**config.mk**
```make
export PLATFORM = sky130hd
export DESIGN_NAME = n_serial_add
export DESIGN_NICKNAME = d
export VERILOG_FILES = /design/src/rtl/n_serial_add.sv
export SDC_FILE = /design/constraint.sdc
export NUM_CORES = 1
export LEC_CHECK = 0
export CAP_MARGIN = 10
export CORE_MARGIN = 3
export CORE_UTILIZATION = 45
export CTS_BUF_LIST = sky130_fd_sc_hd__clkbuf_16
export CTS_CLUSTER_SIZE = 24
export DETAILED_ROUTE_END_ITERATION = 16
export PLACE_DENSITY = 0.77
export SYNTH_ARGS = -nofsm -noshare
export SYNTH_HDL_FRONTEND = slang
export SYNTH_SLANG_ARGS = --single-unit
```
**constraint.sdc**
```tcl
create_clock -name clk -period 1.2 [get_ports clk]
set_input_delay 0.24 -clock clk [delete_from_list [all_inputs] [get_ports clk]]
set_output_delay 0.24 -clock clk [all_outputs]
set_load 0.02 [all_outputs]
```
**src/rtl/n_serial_add.sv**
```systemverilog
// Bit-serial n-bit adder: operands are latched on start and summed LSB-first,
// one bit per clock, through a single full adder and a carry flip-flop.

module full_adder (
  input  logic a,
  input  logic b,
  input  logic cin,
  output logic s,
  output logic cout
);
  assign s    = a ^ b ^ cin;
  assign cout = (a & b) | (a & cin) | (b & cin);
endmodule

module n_serial_add #(
  parameter int n = 8
) (
  input  logic         clk,
  input  logic         rst,
  input  logic         start,
  input  logic [n-1:0] a,
  input  logic [n-1:0] b,
  output logic         busy,
  output logic         done,
  output logic [n-1:0] y1,
  output logic         cout,
  output logic         ovf
);
  localparam int CNT_W = (n > 2) ? $clog2(n) : 1;

  typedef enum logic [1:0] {IDLE, RUN, DONE} state_t;

  state_t           state;
  logic [n-1:0]     sa;
  logic [n-1:0]     sb;
  logic             carry;
  logic [CNT_W-1:0] cnt;
  logic             s;
  logic             co;

  full_adder u_fa (
    .a   (sa[0]),
    .b   (sb[0]),
    .cin (carry),
    .s   (s),
    .cout(co)
  );

  // On the last bit, the carry flip-flop still holds the carry into the MSB,
  // which is what the signed-overflow test needs.
  always_ff @(posedge clk) begin
    if (rst) begin
      state <= IDLE;
      sa    <= '0;
      sb    <= '0;
      carry <= 1'b0;
      cnt   <= '0;
      y1    <= '0;
      cout  <= 1'b0;
      ovf   <= 1'b0;
      busy  <= 1'b0;
      done  <= 1'b0;
    end else begin
      case (state)
        IDLE: begin
          done <= 1'b0;
          if (start) begin
            sa    <= a;
            sb    <= b;
            carry <= 1'b0;
            cnt   <= '0;
            y1    <= '0;
            cout  <= 1'b0;
            ovf   <= 1'b0;
            busy  <= 1'b1;
            state <= RUN;
          end
        end
        RUN: begin
          y1    <= {s, y1[n-1:1]};
          sa    <= sa >> 1;
          sb    <= sb >> 1;
          carry <= co;
          cnt   <= cnt + CNT_W'(1);
          if (cnt == CNT_W'(n - 1)) begin
            cout  <= co;
            ovf   <= carry ^ co;
            busy  <= 1'b0;
            done  <= 1'b1;
            state <= DONE;
          end
        end
        DONE: begin
          done  <= 1'b0;
          state <= IDLE;
        end
        default: begin
          busy  <= 1'b0;
          done  <= 1'b0;
          state <= IDLE;
        end
      endcase
    end
  end
endmodule

```
; Word level (Yosys, flattened, before mapping)
; Cells that the tools add are included.
[word_totals]
reg_bits = 34
inputBits = 19
out_inout_bits = 12
wordCells = 53
[classes]
addsub = 1
eq_ne = 5
mux = 20
bitwise = 10
reduce_logical = 7
[ops]
columns = cell, count
row1 = $pmux 8 s2, 3
row2 = $mux 8, 3
row3 = $pmux 1 s2, 3
row4 = $pmux 3 s2, 1
row5 = $reduce_and 3->1, 2
row6 = $mux 1, 5
row7 = $mux 2, 2
row8 = $ne 2x2->1 const B, 2
row9 = $pmux 2 s2, 1
row10 = $reduce_and 2->1, 2
row11 = $add 3x1->3 const B, 1
row12 = $and 1x1->1, 3
row13 = $eq 3x3->1 const B, 1
row14 = $mux 3, 1
row15 = $pmux 1 s3, 1
row16 = $xor 1x1->1, 3
row17 = $eq 2x1->1 const B, 1
row18 = $eq 2x2->1 const B, 1
row19 = $logic_not 2->1, 1
row20 = $not 1->1, 2
row21 = $or 1x1->1, 2
row22 = $reduce_bool 2->1, 1
row23 = $reduce_or 2->1, 1

; Logic depth before layout (Yosys ltp)
[depth]
depth_word = 6
ltp_mapped = 6
ltp_nobuf = 5

; Cells and area by module
; A second synthesis with hierarchy kept.
[hier_totals]
cells_unflattened = 146
hier_area_um2 = 1535.2
[modules_own_cells]
columns = module, instances, cells_per_inst, area_each_um2, seq_area_each_um2
row1 = n_serial_add, 1, 145, 1515.2, 680.7
row2 = full_adder, 1, 1, 20.0, 0.0

; Worst setup path before layout
; OpenSTA, ideal clock, no wires.
[synth_timing]
kind = reg2reg
start = register cnt[0]
end = register cout
setup_ps = 71
t_arrival_ps = 1150
required_time_ps = 1129
slack_ps = -21
stages_incl_launch_ff = 6
path_buffers = 0
synth_period_minus_slack_ps = 1221
path_cell_list = dfxtp_1 ha_1 ha_1 nor3b_1 o21ai_0 a21oi_1
[synth_between]
elab_chain_len = 3
[synth_rtl]
columns = item, line
row1 = from (decl), 37  ; logic [CNT_W-1:0] cnt;
row2 = from (signal assigned), 84  ; cnt <= cnt + CNT_W'(1);
row3 = $eq 3x3->1, 85  ; if (cnt == CNT_W'(n - 1)) begin
row4 = $ne 2x2->1 (no source line), n/a
row5 = $reduce_and 3->1 (no source line), n/a
row6 = to (signal assigned), 86  ; cout <= co;
row7 = to (decl), 26  ; output logic cout,
; Every way passes these cells.
; A chain may end at the register's enable or synchronous reset.

; Worst setup path after layout
[layout_timing]
start = register y1[4]
end = output y1[4]
[layout_rtl]
columns = item, line
row1 = from (decl), 25  ; output logic [n-1:0] y1,
row2 = from (signal assigned), 80  ; y1 <= {s, y1[n-1:1]};
; No word-level cell between the ends.

==> summary.md <==
| Metric | Value |
|---|---|
| Cell Chain, Critical Path | dlygate4sd2_1 |
| RSZ-0062 raised after global routing | true |
| Outcome | complete, no violations |
| Finished layout cell area | 2150 um2 |
| Chip height | 64.4 um |
| Congestion Overflow GR | 0 |
| Setup bufs post-CTS | 0 |
| Number of synthesized register bits | 34 |
| Drt pass-1 iters | 4 |
| Crit Path Max Fanout | 2 |
| Async S/R FF share, synth | 0% |
| DP Wirelength | 2310 um |
| Hold WS | 0.475 ns |
| Top FF cell, synth | dfxtp_1 |
| Max stage delay on crit path | 0.34 ns |
| Core area | 3150 um2 |
| Syn Nets | 168 |
| First-pass GRT wire length | 5640 um |
| Detailed-route wire length | 3260 um |
| Die Footprint | 4150 um2 |
| Pleak | 0.859 nW |
| Crit path time final | 1.18 ns |
| Placed cell count | 229 |
| Post-route ant nets | 0 |
| Final nets | 214 |
| Place WS | -0.322 ns |
| Post-Route Setup TNS | 0 ns |
| Initial antenna violation count | 0 |
| Final Hold Fails | 0 |
| Initial core utilization | 48.7% |
| Syn_area_per_cell | 10.5 um2 |
| DR iter-0 viols | 32 |
| Routed wire per std cell | 13.8 um |
| CP delay by family, top | buffers and inverters |
| H-tree levels | 2 |
| Port Buffers | 30 |
| Inserted Diodes | 0 |
| Worst setup SP type | flop |
| Row count | 20 |
| Worst Path Arrival | 0.94 ns |
| Buf/Inv on CP | 1 |
| Register area share after synthesis | 44.4% |
| GR Util met1 | 19.7% |
| Final setup viols | 0 |
| Clock skew | 0.00469 ns |
| Global Route met3 Usage | 7.56% |
| Top cell type's share of synthesized area | 44.4% |
| Max Freq | 850 MHz |
| Setup WS post-layout | 0.0233 ns |
| Grt peak-use layer | met2 |
| Cell taking the most area after synthesis | dfxtp_1 |
| Synth-to-Final Area Change | 40.1% |
| Worst-case clock buffer depth | 2 |
| Clk Latency, worst-skew pair | 0.28 ns |
| Vias | 1228 |
| Met2 Use GR | 29.5% |
| Gate Count Post-Synth | 146 |
| Worst Max-Slew Pin Slew | 0.220 ns |
| DRC errors left | 0 |
| Power Density | 1300 nW/um2 |
| Mapped cell area | 1530 um2 |
| DR vias/cell | 5.18 |
| Clock net sink count | 34 |
| GP Congestion | 0.727 |
| Worst path slowest cell | dlygate4sd2_1 |
| Netlist cell types | 28 |
| Non-Filler Instances | 237 |
| Total global-route track usage | 17.9% |
| Post-synth top cells | dfxtp_1, nor2_1, mux2i_1 |
| CTS tree | yes |
| Slew margin rel. | 84.9% |
| Peak supply drop | 0.000922 V |
| CTS root buf | clkbuf_16 |
| DIE WIDTH | 64.4 um |
| Slew Limit Fails | 0 |
| Crit path kind | flop to output port |
| Most common cell in the netlist | dfxtp_1 |
| Ys Warns | 0 |
| Layout cells sized above 1 | 33.7% |
| Max_cap viols | 0 |
| Largest net degree at the start of global routing | 20 |
| CP Capture Type | output port |
| Number of flops mapped to enable cells by yosys | 0 |
| WP data required | 0.96 ns |
| Hold Path Class | flop to flop |
| Final core occ | 68.2% |
| Final Cycle Share | 98.1% |
| Top cells by area, synth | dfxtp_1, a211oi_2, mux2i_1 |
| Total power | 2.80 mW |
| CTS buffer count | 5 |
| Placed cell area | 2000 um2 |
| Num ports | 31 |
| CTS clock-pin slew for the worst setup and hold paths | 0.05 ns |
| Vias in the first global route | 1269 |
==> cell type report <==
type	count	area, um2
Clock buffer	5	125
Sequential cell	34	689
Clock inverter	3	12.5
Fill cell	273	1000
Timing Repair Buffer	52	488
Multi-Input combinational cell	98	776
Inverter	1	3.75
Tap cell	44	55.1
==> metal layers <==
layer	wire length (um)	vias up
met4	72	0
met1	1400	580
li1	-	608
met5	0	-
met2	1590	34
met3	203	6
==> report_power, final <==
| part | total, mW | switching, mW | leakage, nW | internal [mW] |
|---|---|---|---|---|
| logic | 0.399 | 0.182 | 0.506 | 0.217 |
| registers | 1.23 | 0.0405 | 0.281 | 1.19 |
| clock network | 1.17 | 0.424 | 0.0724 | 0.747 |
==> cells by family (layout without fill, tap and decap cells) <==
family | count (synthesis) | in the layout | share of synthesized area [%]
xor gates and xnor gates | 1 | 1 | 0.571
AOI/OAI and AO/OA | 38 | 38 | 22.3
adders and majority gates | 3 | 3 | 2.94
buffers and inverters | 14 | 61 | 7.18
and+or+nand+nor | 40 | 40 | 12.2
DFF | 34 | 34 | 44.4
muxes | 16 | 16 | 10.4
==> path summary, 6_finish.rpt <==
path,cells past startpoint,slack [ns],to,startpoint
setup reg to reg,3,0.02,ovf$_SDFFE_PP0P_,carry$_SDFFE_PP0P_
setup / recovery,1,0.02,y1[4],y1[4]$_SDFFE_PP0P_
hold / removal,2,0.47,sb[7]$_SDFFE_PP0P_,sb[7]$_SDFFE_PP0P_
hold reg to reg,2,0.47,sb[7]$_SDFFE_PP0P_,sb[7]$_SDFFE_PP0P_
==> sequential cells by signal, summed over array words and instances, names as in the netlist <==
signal	cells
cout	1
state	2
y1	8
done	1
carry	1
ovf	1
cnt	3
busy	1
sa	8
sb	8
==> cell usage in the layout (no fill, tap or decap), types with 2 or more instances in the layout <==
| cell type | Yosys | layout |
|---|---|---|
| dfxtp_1 | 34 | 27 |
| nor2_1 | 24 | 24 |
| buf_4 | 2 | 18 |
| clkdlybuf4s50_1 | 0 | 17 |
| mux2i_1 | 16 | 16 |
| a211oi_2 | 14 | 14 |
| a22oi_1 | 11 | 11 |
| dfxtp_2 | 0 | 7 |
| nor2_2 | 6 | 6 |
| clkdlybuf4s15_1 | 0 | 6 |
| clkbuf_16 | 0 | 5 |
| clkbuf_2 | 0 | 5 |
| a21oi_1 | 4 | 4 |
| o21ai_0 | 5 | 4 |
| buf_12 | 1 | 4 |
| o21bai_1 | 2 | 2 |
| nand2_1 | 2 | 2 |
| nor2b_1 | 2 | 2 |
| nand3b_1 | 2 | 2 |
| inv_1 | 1 | 2 |
| ha_4 | 0 | 2 |
| dlygate4sd2_1 | 0 | 2 |
==> repair_timing <==
action	4_1_cts	5_1_grt
setup endpoints to repair	25	20
hold buffers	0	0
pin swaps	2	3
gates resized for setup	19	23
No activity file was read; power rests on OpenSTA's default activity.
==> RTL edit (same settings) <==
The parameter `n` goes from 8 to 4.
--- a/src/rtl/n_serial_add.sv
+++ b/src/rtl/n_serial_add.sv
@@ -13,7 +13,7 @@
 endmodule
 
 module n_serial_add #(
-  parameter int n = 8
+  parameter int n = 4
 ) (
   input  logic         clk,
   input  logic         rst,
Interface: changed (resized a, b and y1); port bits go from 31 to 19. No check against the original RTL was run, so the function may have changed too.
==> RTL edit against the unedited design <==
- global-route usage is 1.9 points lower
- synthesized cell count is 38% lower
- non-clock buffer count is 23 lower
- total power is 38% lower
- worst setup slack better by 5.2 ps
- largest power group unchanged
- sequential cell count is 13 lower
- clock skew is 1.3 ps lower
- first-iteration DRC count is 47% lower
- utilization is 2.0 points higher
- largest cell class unchanged
- design area is 39% lower
- wire length is 35% lower
- sequential share of layout area is 0.56 points higher
- area after synthesis is 38% lower
==> RTL edit: results <==
export IMPL_multi_input_area_share_pct=38.8
export IMPL_netlist_instances=91
export IMPL_outcome="finished clean"
export IMPL_first_iter_violations=17
export IMPL_layout_nets=133
export IMPL_crit_fanout=3
export IMPL_dp_hpwl_um=1310
export IMPL_buffer_area_share_pct=19.6
export IMPL_yosysUniqueCellTypes=32
export IMPL_clock_latency_ps=250
export IMPL_synthAdderAreaFrac_pct=3.45
export IMPL_synth_common_cells="dfxtp_1, nor2_1, a22oi_1"
export IMPL_inv_count=2
export IMPL_vdd_drop_max_v=0.000852
export IMPL_htreeDepth=1
export IMPL_grt_pass1_vias=713
export IMPL_grt_total_usage_pct=16.0
export IMPL_nNonClkBuffers=29
export IMPL_vias=776
export IMPL_arrival_ps=1340
export IMPL_io_buffers=18
export IMPL_comb_multi_input_count=63
export IMPL_grt_pass1_wl_um=3160
export IMPL_slew_headroom_pct=76.1
export IMPL_post_place_ws_ps=-272
export IMPL_nFlopsAndLatches=21
export IMPL_num_fill_cells=133
export IMPL_wl_per_cell_um=14.8
export IMPL_routed_wl_um=2130
export IMPL_drive_gt1_share_pct=32.8
[RTL edit: path summary, 6_finish.rpt]
kind                                         start           endpoint  slack (ps)
worst max-delay path            carry$_SDFFE_PP0P_   ovf$_SDFFE_PP0P_          30
worst min-delay path             cout$_SDFFE_PP0P_  cout$_SDFFE_PP0P_         490
worst max register to register  carry$_SDFFE_PP0P_   ovf$_SDFFE_PP0P_          30
worst min register to register   cout$_SDFFE_PP0P_  cout$_SDFFE_PP0P_         490
[RTL edit: power breakdown]
part | internal [W] | switching, W
Combinational | 0.000137 | 0.000124
Clock | 0.000444 | 0.000252
Sequential | 0.000736 | 0.0000319
[RTL edit: per-layer routing]
metal,vias to the layer above,share of wire [%],track usage [%]
met5,-,0,0
met4,0,1.7,6.55
met3,5,5.1,3.44
met2,27,52,28.4
met1,364,41,18.5
li1,380,-,-
[RTL edit: repair_timing]
action                     CTS  global route
setup endpoints to repair   14            17
gates cloned                 0             2
setup buffers                0             0
resized for setup           11             8
hold buffers                 0             0
pin swaps                    0             2
[RTL edit: worst max-delay path, stage by stage (launching register included)]
cell and delay [ps]:
dfxtp_2 330, fa_2 420, xnor2_1 150, o31ai_1 190
[RTL edit: per-stage QoR]
stage	util (%)	TNS [ps]	total power, W	cell area [um^2]
CTS	67.9	0	0.00171	1260
global route	70.2	-33.7	0.00178	1300
finish	70.2	0	0.00172	1300
floorplan	-	0	0.000938	943
detailed placement	63.4	-3960	0.00102	1180
global placement	63.4	-3240	0.00101	1180
[RTL edit: kinds of logic (layout without fill, tap and decap cells)]
kind of cell | count (synthesis) | in the layout
flops | 21 | 21
compound gates | 24 | 26
buf+inv | 9 | 35
xor+xnor | 1 | 1
simple gates | 28 | 28
fa+ha+maj | 2 | 2
mux | 6 | 6
